===== src/rtl/clk_period_meter.sv =====
// clk_period_meter: period and high time of a slow async signal, counted in clk_in cycles.
// Define CLK_PERIOD_METER_FILTER_EN to insert a 4-sample glitch filter after the synchronizer.
module clk_period_meter #(
    parameter int CNT_W   = 26,
    parameter int TIMEOUT = 50_000_000
) (
    input  logic             clk_in,
    input  logic             rst,
    input  logic             sig_in,
    output logic [CNT_W-1:0] period,
    output logic [CNT_W-1:0] high_time,
    output logic             meas_valid,
    input  logic             meas_ready,
    output logic             timeout,
    output logic             overrun,
    output logic             busy
);
    typedef enum logic {ARMED, MEASURE} state_t;
    state_t state_q, state_d;
    logic s1_q, s1_d, s2_q, s2_d, lvl_q, lvl_d, rise_q, rise_d, sig;
    logic primed_q, primed_d, low_seen_q, low_seen_d;
    logic [CNT_W-1:0] cnt_q, cnt_d, hi_q, hi_d, period_q, period_d, high_q, high_d;
    logic valid_q, valid_d, tmo_q, tmo_d, ovr_q, ovr_d;
`ifdef CLK_PERIOD_METER_FILTER_EN
    logic [1:0] sh_q, sh_d;
    logic filt_q, filt_d;
    assign sig = filt_q;
`else
    assign sig = s2_q;
`endif
    always_comb begin
        s1_d = sig_in;
        s2_d = s1_q;
`ifdef CLK_PERIOD_METER_FILTER_EN
        sh_d = {sh_q[0], s2_q};
        filt_d = (s1_q == s2_q && sh_q == {2{s2_q}}) ? s2_q : filt_q;
`endif
        // A rise only counts once a real low has been sampled after reset
        primed_d = 1'b1;
        low_seen_d = low_seen_q | (primed_q & ~s1_q);
        lvl_d = sig;
        rise_d = sig & ~lvl_q & low_seen_q;
        state_d = state_q;
        cnt_d = (state_q == MEASURE) ? cnt_q + CNT_W'(1) : cnt_q;
        hi_d = (state_q == MEASURE) ? hi_q + CNT_W'(lvl_q) : hi_q;
        period_d = period_q;
        high_d = high_q;
        valid_d = valid_q & ~meas_ready;
        tmo_d = tmo_q;
        ovr_d = ovr_q;
        if (rise_q) begin
            state_d = MEASURE;
            cnt_d = CNT_W'(1);
            hi_d = CNT_W'(1);
            if (state_q == MEASURE) begin
                period_d = cnt_q;
                high_d = hi_q;
                valid_d = 1'b1;
                ovr_d = ovr_q | (valid_q & ~meas_ready);
                tmo_d = 1'b0;
            end
        end else if (state_q == MEASURE && cnt_q == CNT_W'(TIMEOUT - 1)) begin
            tmo_d = 1'b1;
            state_d = ARMED;
        end
    end
    always_ff @(posedge clk_in) begin
        if (rst) begin
            state_q <= ARMED;
            s1_q <= 1'b0;
            s2_q <= 1'b0;
            lvl_q <= 1'b0;
            rise_q <= 1'b0;
            primed_q <= 1'b0;
            low_seen_q <= 1'b0;
            cnt_q <= '0;
            hi_q <= '0;
            period_q <= '0;
            high_q <= '0;
            valid_q <= 1'b0;
            tmo_q <= 1'b0;
            ovr_q <= 1'b0;
`ifdef CLK_PERIOD_METER_FILTER_EN
            sh_q <= '0;
            filt_q <= 1'b0;
`endif
        end else begin
            state_q <= state_d;
            s1_q <= s1_d;
            s2_q <= s2_d;
            lvl_q <= lvl_d;
            rise_q <= rise_d;
            primed_q <= primed_d;
            low_seen_q <= low_seen_d;
            cnt_q <= cnt_d;
            hi_q <= hi_d;
            period_q <= period_d;
            high_q <= high_d;
            valid_q <= valid_d;
            tmo_q <= tmo_d;
            ovr_q <= ovr_d;
`ifdef CLK_PERIOD_METER_FILTER_EN
            sh_q <= sh_d;
            filt_q <= filt_d;
`endif
        end
    end
    assign period = period_q;
    assign high_time = high_q;
    assign meas_valid = valid_q;
    assign timeout = tmo_q;
    assign overrun = ovr_q;
    assign busy = (state_q == MEASURE);
endmodule


===== config.mk =====
export PLATFORM = sky130hd
export DESIGN_NAME = clk_period_meter
export DESIGN_NICKNAME = d
export VERILOG_FILES = /design/src/rtl/clk_period_meter.sv
export SDC_FILE = /design/constraint.sdc
export NUM_CORES = 1
export LEC_CHECK = 0
export ABC_CLOCK_PERIOD_IN_PS = 1600
export BUFFER_PORTS_ARGS = -buffer_cell sky130_fd_sc_hd__buf_2
export CORE_ASPECT_RATIO = 0.9
export CORE_MARGIN = 4
export CORE_UTILIZATION = 30
export CTS_CLUSTER_SIZE = 12
export DETAILED_ROUTE_END_ITERATION = 10
export GPL_ROUTABILITY_DRIVEN = 1
export SYNTH_ARGS = -nofsm -noshare
export SYNTH_HDL_FRONTEND = slang
export SYNTH_SLANG_ARGS = --single-unit
export TNS_END_PERCENT = 20

===== constraint.sdc =====
create_clock -name clk_in -period 1.6 [get_ports clk_in]
set_input_delay 0.24 -clock clk_in [delete_from_list [all_inputs] [get_ports clk_in]]
set_output_delay 0.24 -clock clk_in [all_outputs]
set_load 0.05 [all_outputs]

# Word-level counts from Yosys, hierarchy flattened
# Cells that the tools add are included.
totals:
  output_inout_bits: 56
  inputBits: 4
  word_cells: 47
  reg_bits: 114
op_classes:
  bitwise_logic: 9
  n_eq_ne: 2
  n_mux: 12
  n_reduce_logical: 6
  n_addsub: 2
op_table:
  columns: ["operator", "count"]
  rows:
  - ["$add 26x1->26", 1]
  - ["$add 26x1->26 const B", 1]
  - ["$eq 26x26->1 const B", 1]
  - ["$mux 1", 12]
  - ["$and 1x1->1", 4]
  - ["$reduce_and 2->1", 2]
  - ["$reduce_bool 2->1", 2]
  - ["$not 1->1", 3]
  - ["$ne 2x2->1 const B", 1]
  - ["$or 1x1->1", 2]
  - ["$reduce_or 2->1", 1]
  - ["$logic_and 1x1->1", 1]

# Longest topological paths before layout
depth:
  ltp_word: 4
  mapped_depth: 6
  depth_no_buf: 6

# Worst setup path after synthesis
# No wires, ideal clock.
synth_path:
  kind: "register -> register"
  from: "reg state_q, in the netlist busy"
  to: "reg hi_q[23]"
  setup_slack_ps: -380
  required_ps: 1530
  setup_time_ps: 70
  t_arrival_ps: 1909
  path_stages_with_launch: 7
  period_less_slack_ps: 1980
  n_path_buf: 2
  cell_sequence: "dfxtp_1 buf_2 and4_4 nand2_2 buf_6 or4_1 a21oi_1"
synth_lines:
  columns: ["element", "line_no", "text"]
  rows:
  - ["start: declaration", "19", "state_t state_q, state_d;"]
  - ["start signal: assignment", "88", "state_q <= state_d;"]
  - ["end signal: assignment", "96", "hi_q <= hi_d;"]
  - ["end: declaration", "22", "logic [CNT_W-1:0] cnt_q, cnt_d, hi_q, hi_d, period_q, period_d, high_q, high_d;"]

==> flow_summary.yaml <==
outcome:
  status: "complete, no violations"
detailed_routing:
  vias: 4309
  drt_wl_total_mm: 12.2
  dr.pass1.iters: 4
  postRouteAntennaNets: 0
  drtIter0Drc: 269
  drc: 0
  routedWlPerCell_microns: 13.9
  vias_per_cell: 4.89
setup_path:
  startpoint_type: "flip-flop"
  r2r_start: "busy"
  cp_max_fo: 10
  worstRegToRegCells: 4
  cp.arrival_ns: 1.90
  slowest_stage: "or4_1"
  r2r_slack_ns: 0.05
  slowest_delay_ns: 0.52
  rr_endpoint: "hi_q[20]"
  crit_type: "reg2reg"
  critPathCaptureType: "flip-flop"
  cp_cell_sequence: "and4_4 > nand3_4 > or4_1 > a21oi_1"
  required_ns: 1.95
cells_and_area:
  final_cell_mix: "nand2_1, dfxtp_1, a21oi_1"
  antenna_cells: 0
  fin_util_pct: 42.9
  nFillCells: 1462
  drive_gt1_share_pct: 29.3
  final_common_cell: "nand2_1"
  finish.net_count: 677
  area_growth_pct: 38.1
synth:
  ys_types: 45
  async_flop_share_pct: 0
  synthDominantCellAreaShare_pct: 49.0
  syn_nets: 563
  yosys.area.top_type: "dfxtp_1"
  yosys_warnings: 0
  synth_cells: 556
  synthesis.area_sq_um: 4660
  synth_edf_count: 0
  yosysSeqAreaShare_pct: 49.0
  synth_top_flop_cell: "dfxtp_1"
  syn_avg_cell_area_sq_um: 8.38
  ys_seq_elements: 114
  synthTopCellsByArea: "dfxtp_1, nand2_1, a21oi_1"
power_and_ir_drop:
  ir_worst_vdd_uv: 725
  combinationalPowerShare_pct: 1.1
  p_per_area_nw_per_um2: 1130
  seq_power_share_pct: 39.2
  switching_share_pct: 19.2
  internal_power_uw: 5870
  p_switching_uw: 1390
  leakagePower_uw: 0.00250
  power.share.clock_pct: 59.7
sta:
  achievable-frequency_mhz: 644
  period_minus_slack_ns: 1.55
  rsz0062_at_grt: "yes"
  setup_violations: 0
  finalCritPeriodShare_pct: 97.0
  hold_viol: 0
  slew_headroom_pct: 72.1
  finalMaxSlewViolations: 0
  finClkSkew_ns: 0.00816
  setup_ws_ns: 0.0476
  worstMarginPinSlew_ns: 0.415
  hold_ws_ns: 0.0323
die:
  row_count: 42
  core-area_sq_um: 15000
  die_h_microns: 126
  initial_core_util_pct: 31.1
  fp.dieArea_sq_um: 17600
  ios: 60
  die_w_microns: 139
cts:
  cts_tree: "done"
  postCtsHoldBufs: 0
  clk_pin_slew_ns: 0.05
  clkLatencyLatePin_ns: 0.42
  cts_root_buf: "clkbuf_16"
  cts_made_buffers: 17
  htreeDepth: 4
  clock-sinks: 114
  clock_path_buffers: 2
grt:
  grt_overflow: 0
  antenna_found_initial: 0
  grt_max_degree: 42
  grt_usage_pct: 14.3
  grt_pass1_vias: 4255
  grt_first_pass_wirelength_mm: 20.5
place:
  globalplace.congestion: 0.816
  pre_cts_ws_ns: -0.105
  dpl.hpwl_mm: 8.53
  port_buffers: 59
min_path:
  hold_path_depth: 2
  hold_end: "s1_q"
  hold_start: "sig_in"
  min_path_type: "in2reg"
flow_run:
  maxCapViolCount: 0
==> worst max-delay path, delay by kind of cell, from the launching register on <==
kind             cells  cell delay (ns)
AO/OA/AOI/OAI        1             0.16
AND/OR/NAND/NOR      3             0.93
flip-flops           1             0.38
==> cells by family (layout without fill, tap and decap cells) <==
family	after synthesis	count (layout)	share of synthesized area (%)
xor gates and xnor gates	20	20	3.76
muxes	2	2	0.430
adders and majority gates	3	3	0.806
and+or+nand+nor	260	260	28.3
DFF	114	114	49.0
AOI/OAI and AO/OA	113	113	13.7
buffers and inverters	44	171	4.00
==> synth_stat cells (9+ instances only) <==
cell type,instances
or4_1,15
nor4_1,9
nand4_1,17
xor2_1,12
nand3_1,19
nand2_1,123
o31ai_1,15
dfxtp_1,114
a21oi_1,79
nor2_1,33
clkbuf_1,24
==> flip-flops by register name, summed over array words and instances, names as in the netlist <==
register / cells
hi_q: 26
low_seen_q: 1
meas_valid: 1
lvl_d: 1
primed_q: 1
rise_q: 1
lvl_q: 1
period: 26
timeout: 1
s1_q: 1
cnt_q: 26
busy: 1
high_time: 26
overrun: 1
==> metrics by stage <==
stage | TNS (ns) | instance area, sq um | cells | power, uW
floorplan | -0.150 | 4680 | 556 | 2970
finish | 0 | 6430 | 881 | 7270
global route | -0.136 | 6430 | 881 | 7500
CTS | 0 | 6350 | 881 | 7350
global placement | -0.279 | 5610 | 847 | 2990
detailed placement | -0.504 | 5610 | 847 | 2990
==> area by class of cell <==
class	instances	area (sq um)	area share (%)
clock inverters	13	229	3.56
well taps	198	248	3.85
flip-flops and latches	114	2300	35.8
inverters	8	30.0	0.467
clock buffers	19	454	7.06
repair buffers	131	861	13.4
multi-input cells	398	2310	35.9
==> power by group through the flow <==
stage	clock network (uW)	registers (uW)	logic, uW
after global routing	4560	2850	92.5
final	4340	2850	82.5
after floorplan	0	2910	54.2
after CTS	4420	2850	82.9
after global placement	0	2910	81.2
after detailed placement	0	2910	82.6
==> how the worst max path moves through the flow <==
stage	start	to	slack, ns
floorplan	busy	hi_q[23]	-0.05
global placement	cnt_q[8]	timeout	-0.07
detailed placement	hi_q[0]	hi_q[20]	-0.11
CTS	hi_q[0]	hi_q[20]	0.0007
global route	busy	cnt_q[23]	-0.04
finish	busy	hi_q[20]	0.05
==> routing by layer <==
metal	GRT usage (%)	up-vias	wire length (microns)
met3	5.65	10	731
met4	4.72	0	129
met5	0	-	0
met1	18.2	2019	5830
met2	22.2	96	5560
li1	-	2184	-
==> repair_timing <==
item                                    in CTS  in global routing
gates resized for setup                      9                 25
buffers inserted                             2                  0
endpoints found under the setup margin      13                 26
pin swaps                                    0                  5
Note: power is estimated with default switching activity, not from simulation.
